===== src/rtl/reg_writeback_if.sv =====
// reg_writeback_if: bundles the ALU result, the load handshake and the
// register-file write port of reg_writeback.
//   master : drives the ALU/load inputs, observes the write port and status
//   slave  : the write-back block itself
// Signals: i_alu_valid/i_alu_rd/i_alu_val, i_ld_valid/o_ld_ready/i_ld_rd/
//          i_ld_val, o_w_reg_num/o_w_val/o_op, o_pending, o_count.
interface reg_writeback_if #(
   parameter int XLEN  = 32,
   parameter int DEPTH = 4
);
   localparam int CW = $clog2(DEPTH) + 1;

   logic            i_alu_valid;
   logic [4:0]      i_alu_rd;
   logic [XLEN-1:0] i_alu_val;
   logic            i_ld_valid;
   logic            o_ld_ready;
   logic [4:0]      i_ld_rd;
   logic [XLEN-1:0] i_ld_val;
   logic [4:0]      o_w_reg_num;
   logic [XLEN-1:0] o_w_val;
   logic            o_op;
   logic [31:0]     o_pending;
   logic [CW-1:0]   o_count;

   modport master (
      output i_alu_valid, i_alu_rd, i_alu_val,
      output i_ld_valid, i_ld_rd, i_ld_val,
      input  o_ld_ready, o_w_reg_num, o_w_val, o_op, o_pending, o_count
   );

   modport slave (
      input  i_alu_valid, i_alu_rd, i_alu_val,
      input  i_ld_valid, i_ld_rd, i_ld_val,
      output o_ld_ready, o_w_reg_num, o_w_val, o_op, o_pending, o_count
   );
endinterface


===== src/rtl/reg_writeback.sv =====
// reg_writeback: drives the register file's single write port from the ALU
// and the load unit. ALU results always win and are never stalled; loads that
// collide wait in an ordered circular queue. An ALU write kills any queued
// load to the same register, since the ALU result is younger.
// Ports:
//   i_clk   : clock, rising edge
//   i_rst_n : asynchronous active-low reset
//   bus     : reg_writeback_if.slave (ALU in, load handshake, write port,
//             pending-register mask, queue occupancy)
module reg_writeback #(
   parameter int XLEN  = 32,
   parameter int DEPTH = 4
) (
   input logic             i_clk,
   input logic             i_rst_n,
   reg_writeback_if.slave  bus
);
   localparam int PW = $clog2(DEPTH);
   localparam int CW = PW + 1;
   localparam logic [CW-1:0] DEPTH_C = CW'(DEPTH);

   logic [4:0]      r_q_rd  [DEPTH];
   logic [XLEN-1:0] r_q_val [DEPTH];
   logic [DEPTH-1:0] r_q_live;
   logic [PW-1:0]   r_wptr;
   logic [PW-1:0]   r_rptr;
   logic [CW-1:0]   r_count;

   logic            r_op;
   logic [4:0]      r_w_reg_num;
   logic [XLEN-1:0] r_w_val;

   logic            w_ld_ready;
   logic            w_ld_acc;
   logic            w_alu_sel;
   logic            w_pop;
   logic            w_direct;
   logic            w_ld_same;
   logic            w_push;
   logic [31:0]     w_pending;
   logic [PW-1:0]   w_off;

   assign w_ld_ready = (r_count < DEPTH_C);
   assign w_ld_acc   = bus.i_ld_valid & w_ld_ready;
   assign w_alu_sel  = bus.i_alu_valid & (bus.i_alu_rd != 5'd0);
   assign w_pop      = ~w_alu_sel & (r_count != '0);
   assign w_direct   = ~w_alu_sel & (r_count == '0) & w_ld_acc & (bus.i_ld_rd != 5'd0);
   // a load racing an ALU write to the same register is older: drop it
   assign w_ld_same  = w_alu_sel & (bus.i_ld_rd == bus.i_alu_rd);
   assign w_push     = w_ld_acc & (bus.i_ld_rd != 5'd0) & ~w_direct & ~w_ld_same;

   always_ff @(posedge i_clk or negedge i_rst_n) begin
      if (!i_rst_n) begin
         r_wptr   <= '0;
         r_rptr   <= '0;
         r_count  <= '0;
         r_q_live <= '0;
         for (int i = 0; i < DEPTH; i++) begin
            r_q_rd[i]  <= '0;
            r_q_val[i] <= '0;
         end
      end else begin
         if (w_alu_sel) begin
            for (int i = 0; i < DEPTH; i++) begin
               if (r_q_rd[i] == bus.i_alu_rd) r_q_live[i] <= 1'b0;
            end
         end
         if (w_pop) begin
            r_q_live[r_rptr] <= 1'b0;
            r_rptr           <= r_rptr + PW'(1);
         end
         // push never lands on the head being popped: that would need count
         // to be 0 (no pop) or DEPTH (no push)
         if (w_push) begin
            r_q_rd[r_wptr]   <= bus.i_ld_rd;
            r_q_val[r_wptr]  <= bus.i_ld_val;
            r_q_live[r_wptr] <= 1'b1;
            r_wptr           <= r_wptr + PW'(1);
         end
         case ({w_push, w_pop})
            2'b10:   r_count <= r_count + CW'(1);
            2'b01:   r_count <= r_count - CW'(1);
            default: r_count <= r_count;
         endcase
      end
   end

   always_ff @(posedge i_clk or negedge i_rst_n) begin
      if (!i_rst_n) begin
         r_op        <= 1'b0;
         r_w_reg_num <= '0;
         r_w_val     <= '0;
      end else if (w_alu_sel) begin
         r_op        <= 1'b1;
         r_w_reg_num <= bus.i_alu_rd;
         r_w_val     <= bus.i_alu_val;
      end else if (w_pop) begin
         // a killed head still consumes its slot, but produces no strobe
         r_op <= r_q_live[r_rptr];
         if (r_q_live[r_rptr]) begin
            r_w_reg_num <= r_q_rd[r_rptr];
            r_w_val     <= r_q_val[r_rptr];
         end
      end else if (w_direct) begin
         r_op        <= 1'b1;
         r_w_reg_num <= bus.i_ld_rd;
         r_w_val     <= bus.i_ld_val;
      end else begin
         r_op <= 1'b0;
      end
   end

   // only entries between the read pointer and read pointer + count are valid
   always_comb begin
      w_pending = '0;
      w_off     = '0;
      for (int i = 0; i < DEPTH; i++) begin
         w_off = PW'(i) - r_rptr;
         if (r_q_live[i] && ({1'b0, w_off} < r_count)) w_pending[r_q_rd[i]] = 1'b1;
      end
   end

   assign bus.o_ld_ready  = w_ld_ready;
   assign bus.o_w_reg_num = r_w_reg_num;
   assign bus.o_w_val     = r_w_val;
   assign bus.o_op        = r_op;
   assign bus.o_pending   = w_pending;
   assign bus.o_count     = r_count;
endmodule


===== src/flat_wrapper.sv =====
// flat-port wrapper written by rule: the top's interface ports become plain ports
module reg_writeback_flat 
#(
   parameter int XLEN  = 32,
   parameter int DEPTH = 4
)
  (i_clk, i_rst_n, bus_i_alu_valid, bus_i_alu_rd, bus_i_alu_val, bus_i_ld_valid, bus_i_ld_rd, bus_i_ld_val, bus_o_ld_ready, bus_o_w_reg_num, bus_o_w_val, bus_o_op, bus_o_pending, bus_o_count);
  reg_writeback_if #(.XLEN(XLEN), .DEPTH(DEPTH)) bus_i ();
  input logic i_clk;
  input logic i_rst_n;
  input wire logic [$bits(bus_i.i_alu_valid)-1:0] bus_i_alu_valid;
  input wire logic [$bits(bus_i.i_alu_rd)-1:0] bus_i_alu_rd;
  input wire logic [$bits(bus_i.i_alu_val)-1:0] bus_i_alu_val;
  input wire logic [$bits(bus_i.i_ld_valid)-1:0] bus_i_ld_valid;
  input wire logic [$bits(bus_i.i_ld_rd)-1:0] bus_i_ld_rd;
  input wire logic [$bits(bus_i.i_ld_val)-1:0] bus_i_ld_val;
  output wire logic [$bits(bus_i.o_ld_ready)-1:0] bus_o_ld_ready;
  output wire logic [$bits(bus_i.o_w_reg_num)-1:0] bus_o_w_reg_num;
  output wire logic [$bits(bus_i.o_w_val)-1:0] bus_o_w_val;
  output wire logic [$bits(bus_i.o_op)-1:0] bus_o_op;
  output wire logic [$bits(bus_i.o_pending)-1:0] bus_o_pending;
  output wire logic [$bits(bus_i.o_count)-1:0] bus_o_count;
  assign bus_i.i_alu_valid = bus_i_alu_valid;
  assign bus_i.i_alu_rd = bus_i_alu_rd;
  assign bus_i.i_alu_val = bus_i_alu_val;
  assign bus_i.i_ld_valid = bus_i_ld_valid;
  assign bus_i.i_ld_rd = bus_i_ld_rd;
  assign bus_i.i_ld_val = bus_i_ld_val;
  assign bus_o_ld_ready = bus_i.o_ld_ready;
  assign bus_o_w_reg_num = bus_i.o_w_reg_num;
  assign bus_o_w_val = bus_i.o_w_val;
  assign bus_o_op = bus_i.o_op;
  assign bus_o_pending = bus_i.o_pending;
  assign bus_o_count = bus_i.o_count;
  reg_writeback #(.XLEN(XLEN), .DEPTH(DEPTH)) u_core (.i_clk(i_clk), .i_rst_n(i_rst_n), .bus(bus_i));
endmodule

===== config.mk =====
export PLATFORM = sky130hd
export DESIGN_NAME = reg_writeback_flat
export DESIGN_NICKNAME = d
export VERILOG_FILES = /design/src/rtl/reg_writeback_if.sv /design/src/rtl/reg_writeback.sv /design/src/flat_wrapper.sv
export SDC_FILE = /design/constraint.sdc
export NUM_CORES = 1
export LEC_CHECK = 0
export CAP_MARGIN = 20
export CORE_AREA = 2 2 103 204
export DETAILED_ROUTE_END_ITERATION = 10
export DIE_AREA = 0 0 105 206
export PLACE_DENSITY = 0.78
export REMOVE_ABC_BUFFERS = 1
export SLEW_MARGIN = 20
export SYNTH_ARGS = -nofsm -noshare
export SYNTH_HDL_FRONTEND = slang
export SYNTH_SLANG_ARGS = --single-unit

===== constraint.sdc =====
create_clock -name i_clk -period 4.85 [get_ports i_clk]
set_input_delay 1.2125 -clock i_clk [delete_from_list [all_inputs] [get_ports i_clk]]
set_output_delay 1.2125 -clock i_clk [all_outputs]
set_load 0.005 [all_outputs]

==> reports/metrics.yaml, run 1 <==
outcome: "finished clean"
drt_first_pass_iters: 5
path_cells: "inv_1 -> ha_1 -> a21boi_0 -> o21ai_0 -> nand4_1 -> o22ai_1 -> a221o_1 -> clkdlybuf4s50_1"
detail_route.wl_per_cell_um: 21.6
grt_pass1_wl_um: 46700
fin_crit_ns: 4.65
finalSetupViolations: 0
ir_worst_vdd_mv: 0.525
hold_viol: 0
crit_type: "register to primary output"
fin_util: 0.655
max_stage_delay_ns: 0.50
dpl-instance-area_sq_um: 12700
die_w_um: 105
finalCritPeriodShare: 0.959
yosysUniqueCellTypes: 56
slew_viol_final: 0
power_mw: 8.81
grt_usage: 0.272
critical-path-top-delay-family: "compound AO/OA/AOI/OAI gates"
drt_iter0_drc: 616
avgSynthCellArea_sq_um: 11.8
std_cell_rows: 74
syn_area_sq_um: 11000
worstPathBufferInverterCount: 2
clockBufferDepth: 2
synth_edf_count: 0
portBuffers: 151
place.gp.congestion: 0.918
worst_slack_ns: 0.198
synth_top_area_frac: 0.447
maxCapViolCount: 0
min_path_type: "register to register"
antenna_left: 0
cts_setup_buffers: 0
syn_to_final_growth_pct: 19.8
fin_area_sq_um: 13200
syn_inst: 931
power_density_nw_per_um2: 666
num_vias: 8259
slew_headroom: 0.363
cts_made_buffers: 17
ys_ff_latch: 197
htreeDepth: 4
drive_above_1_share: 0.242
diodes: 0
ys_top_cells_by_count: "197 x dfrtp_1, 85 x nand2_1, 76 x mux2_4"
synth-main-ff-cell: "dfrtp_1"
pre_cts_ws_ns: 0.566
cts_hold_buf: 0
cts-root-buf: "clkbuf_16"
skew_ns: 0.0158
cts_tree: "built"
ff2ff_setup_slack_ns: 1.86
die-area_sq_um: 21600
ys_top_cells_by_area: "dfrtp_1 45%, mux2_4 10%, mux4_2 7.8%"
core_sq_um: 20200
clock_sinks: 197
io_pins: 152
synth_area_leader_cell: "dfrtp_1"
slowest_stage: "clkdlybuf4s50_1"
ys_warn_count: 0
p_leak_nw: 5.70
worstPathMaxFanout: 8
start_util: 0.546
drcViolationCount: 0
fin_nets: 1136
start_kind: "register"
drt-total-wl_um: 28600
fmax_mhz: 215
tightest_slew_ns: 0.956
cp-end-kind: "primary output"
grt_pass1_vias: 8732
insertion_delay_ns: 0.43
worst_ep_required_time_ns: 3.64
yosysMostFrequentCell: "dfrtp_1"
routed_via_density: 6.25
post-dp-hpwl_um: 18400
synthArstFlopShare: 1.00
clk_pin_slew_worst_paths_ns: 0.07
die_h_um: 206
yosysSeqAreaShare: 0.447
critical_path_arrival_ns: 3.44
antenna_found_initial: 0
rsz0062_at_grt: "false"
globalRoute.totalOverflow: 0
timing.setup.tns_ns: 0
ctsResizeCount: 0
grt_max_degree: 121
-- report_power, final --
group	total (mW)	internal, mW	switching [mW]	leakage, nW
clock	1.36	0.680	0.679	0.274
sequential	3.24	2.48	0.755	2.34
combinational	4.21	2.37	1.84	3.08
-- kinds of logic after synthesis --
kind of cell | count (synthesis) | share of synthesized area
AND/OR/NAND/NOR | 242 | 0.105
flip-flops | 197 | 0.447
multiplexers | 188 | 0.257
AO/OA/AOI/OAI | 169 | 0.103
buffers and inverters | 91 | 0.0478
XOR/XNOR | 30 | 0.0238
adder cells (fa/ha/maj) | 14 | 0.0166
-- metrics by stage --
step | instances | hold WS, ns
2_1_floorplan | 856 | 0.474
3_3_place_gp | 1291 | 0.482
3_5_place_dp | 1291 | 0.488
4_1_cts | 1322 | 0.504
5_1_grt | 1322 | 0.510
6_report | 1322 | 0.504
-- area by class of cell --
cell class / instances / area [sq um]
flip-flops and latches: 197 / 4930
clock buffers: 17 / 425
clock inverters: 14 / 134
repair buffers: 169 / 1690
well taps: 266 / 333
inverters: 16 / 60.1
multi-input cells: 643 / 5640
fillers: 1552 / 6970
-- registers in the layout, indices dropped and copies added, names as in the netlist --
register / flops
u_core.bus.o_w_reg_num: 5
u_core.r_q_rd: 20
u_core.bus.o_w_val: 32
u_core.bus.o_op: 1
u_core.r_q_live: 4
u_core.r_wptr: 2
u_core.r_rptr: 2
u_core.r_q_val: 128
u_core.bus.o_count: 3
-- cells in the final DEF, fill, tap and decap left out, types with 4 or more instances in the layout --
master	netlist	routed
xor2_1	12	12
or3b_2	5	5
a221o_1	17	17
o21ai_0	47	47
ha_1	13	13
o2111ai_4	0	4
nor2_1	56	56
inv_8	0	5
clkinv_4	0	6
or3_1	5	4
o2111ai_1	5	4
nand2_1	85	85
mux2_2	73	73
nor3b_1	9	9
buf_4	4	15
inv_1	16	16
mux4_2	38	38
clkbuf_16	0	17
dfrtp_1	197	195
a211o_1	13	12
o32ai_1	4	4
nor4_1	4	4
a21oi_1	38	38
nor3_1	10	9
o22ai_1	24	24
xnor2_1	18	18
nand3_1	46	46
mux2_4	76	76
clkdlybuf4s50_1	0	150
nand3b_1	7	7
-- layer usage --
metal / track usage / share of wire
met1: 0.371 / 0.42
met2: 0.446 / 0.50
met3: 0.0533 / 0.068
met4: 0.0757 / 0.015
met5: 0 / 0
-- path summary, 6_finish.rpt --
path / from / to / depth (start not counted)
hold / removal: u_core.r_q_val[38]$_DFFE_PN0P_ / u_core.r_q_val[38]$_DFFE_PN0P_ / 1
min in group asynchronous: i_rst_n / u_core.bus.o_w_reg_num[4]$_DFFE_PN0P_ / 1
setup / recovery: u_core.bus.o_count[1]$_DFFE_PN0P_ / bus_o_pending[27] / 8
max in group asynchronous: i_rst_n / u_core.r_q_val[127]$_DFFE_PN0P_ / 2
setup reg to reg: u_core.bus.o_count[2]$_DFFE_PN0P_ / u_core.bus.o_count[2]$_DFFE_PN0P_ / 8
hold reg to reg: u_core.r_q_val[38]$_DFFE_PN0P_ / u_core.r_q_val[38]$_DFFE_PN0P_ / 1
No activity file was read; power rests on OpenSTA's default activity.
==> inputs of run 2 (changes only) <==
CORE_AREA = 4 4 105 206   (was 2 2 103 204)
DIE_AREA = 0 0 109 210   (was 0 0 105 206)
RECOVER_POWER = 25   (was default)
==> run 2 against run 1 <==
Net effect:
- the run now ends with max-capacitance violations, max-slew violations left
- maximum frequency shrank 1.7%
- final area rose by 0.87%
- sequential power grew 2%
- worst hold slack lost 0.0036 ns
- critical endpoint is now bus_o_pending[23]
- largest cell class unchanged
- largest power group unchanged
==> reports/metrics.yaml, run 2 (synthesized netlist as in run 1, its figures left out) <==
outcome: "finished, violations left"
failed_checks: "max-capacitance violations, max-slew violations"
maxCapViolCount: 1
insertion_delay_ns: 0.44
hold_depth: 1
ir_worst_vdd_mv: 0.371
cts_tree: "built"
layout_common_cells: "195 x dfrtp_1, 150 x clkdlybuf4s50_1, 85 x nand2_1, 76 x mux2_4, 73 x mux2_2"
antenna_found_initial: 0
holdWs_ns: 0.501
die_w_um: 109
timing.rr.start: "u_core.bus.o_count[2]$_DFFE_PN0P_"
drive_above_1_share: 0.247
clk_pin_slew_worst_paths_ns: 0.07
grt_usage: 0.296
drt_first_pass_iters: 8
place.gp.congestion: 1.05
post-dp-hpwl_um: 21500
grt_max_degree: 107
crit_type: "register to primary output"
fin_nets: 1142
die_h_um: 210
drcViolationCount: 0
finalSetupViolations: 0
cp-end-kind: "primary output"
hp-start: "u_core.r_q_val[43]$_DFFE_PN0P_"
drt-total-wl_um: 32700
ff2ff_setup_slack_ns: 1.71
grt_pass1_wl_um: 50900
finalCritPeriodShare: 0.976
min_path_type: "register to register"
fmax_mhz: 211
detail_route.wl_per_cell_um: 24.7
tightest_slew_ns: 2.57
rr_worst_depth: 8
std_cell_rows: 73
skew_ns: 0.00944
core_sq_um: 20000
clock_sinks: 197
p_leak_nw: 5.76
ctsResizeCount: 0
syn_to_final_growth_pct: 20.9
drt_iter0_drc: 606
worstPathMaxFanout: 7
cts-root-buf: "clkbuf_16"
rsz0062_at_grt: "false"
num_vias: 8422
worst_ep_required_time_ns: 3.64
io_pins: 152
diodes: 0
start_util: 0.551
whs_endpoint: "u_core.r_q_val[43]$_DFFE_PN0P_"
cts_made_buffers: 17
regToRegEndpoint: "u_core.bus.o_count[2]$_DFFE_PN0P_"
regMostFlops: "u_core.r_q_val"
slew_headroom: -0.713
power_density_nw_per_um2: 695
grt_pass1_vias: 8868
largest_register_ffs: 128
hold_viol: 0
pre_cts_ws_ns: 0.536
die-area_sq_um: 22900
worst_slack_ns: 0.116
clockBufferDepth: 2
layout_commonest_cell: "dfrtp_1"
fin_crit_ns: 4.73
portBuffers: 151
slew_viol_final: 107
placed_cells: 1293
globalRoute.totalOverflow: 0
cts_setup_buffers: 0
cts_hold_buf: 0
routed_via_density: 6.36
critical_path_arrival_ns: 3.52
instances_no_fill: 1325
antenna_left: 0
htreeDepth: 4
start_kind: "register"
run 2: changes by cell type in the layout (fill, tap and decap cells not counted), sizes merged:
cell	previous run	this run
buf	18	23
bufinv	0	4
clkinv	6	3
clkbuf	18	19
clkinvlp	1	0
inv	23	24
run 2: worst max path at each step:
stage	start	endpoint	slack (ns)	depth (start not counted)
detailed placement	bus_i_alu_rd[1]	u_core.bus.o_count[2]$_DFFE_PN0P_	0.54	10
finish	u_core.r_rptr[0]$_DFFE_PN0N_	bus_o_pending[23]	0.12	9
global route	u_core.r_rptr[0]$_DFFE_PN0N_	bus_o_pending[23]	0.02	9
floorplan	bus_i_alu_rd[1]	u_core.r_q_rd[2]$_DFFE_PN0P_	-0.22	4
global placement	bus_i_alu_rd[1]	u_core.bus.o_count[2]$_DFFE_PN0P_	0.53	10
CTS	u_core.r_rptr[0]$_DFFE_PN0N_	bus_o_pending[13]	0.27	9
run 2: cell type report:
type                            count  area, sq um
Fill cell                        1472         6670
Sequential cell                   197         4930
Tap cell                          262          328
Clock buffer                       17          425
Timing Repair Buffer              175         1700
Clock inverter                     15          235
Inverter                           16         60.1
Multi-Input combinational cell    643         5650
run 2: power by group:
group | total [mW] | internal, mW | switching, mW
clock network | 1.58 | 0.893 | 0.684
registers | 3.31 | 2.48 | 0.830
logic | 4.38 | 2.40 | 1.98
run 2: metal layers:
metal  part of all wire  wire [um]  GRT usage
met5                  0          0          0
met4              0.073       2400      0.192
met3              0.059       1930     0.0539
met2               0.52      17200      0.511
met1               0.34      11200      0.328
run 2: through the flow:
stage	utilization	setup TNS [ns]	power [mW]	instance area, sq um
after floorplan	-	-7.20	5.91	10600
after global placement	0.634	0	7.47	12700
after detailed placement	0.634	0	7.59	12700
after CTS	0.667	0	9.22	13300
after global routing	0.666	0	9.77	13300
final	0.666	0	9.27	13300
run 2: critical path: stages (launching register included):
cell and delay [ns]:
dfrtp_2 0.45, inv_1 0.12, ha_1 0.35, ha_1 0.29, a21oi_1 0.07, buf_4 0.18
o2111ai_1 0.70, o22ai_1 0.21, a221o_1 0.29, clkdlybuf4s50_1 0.44
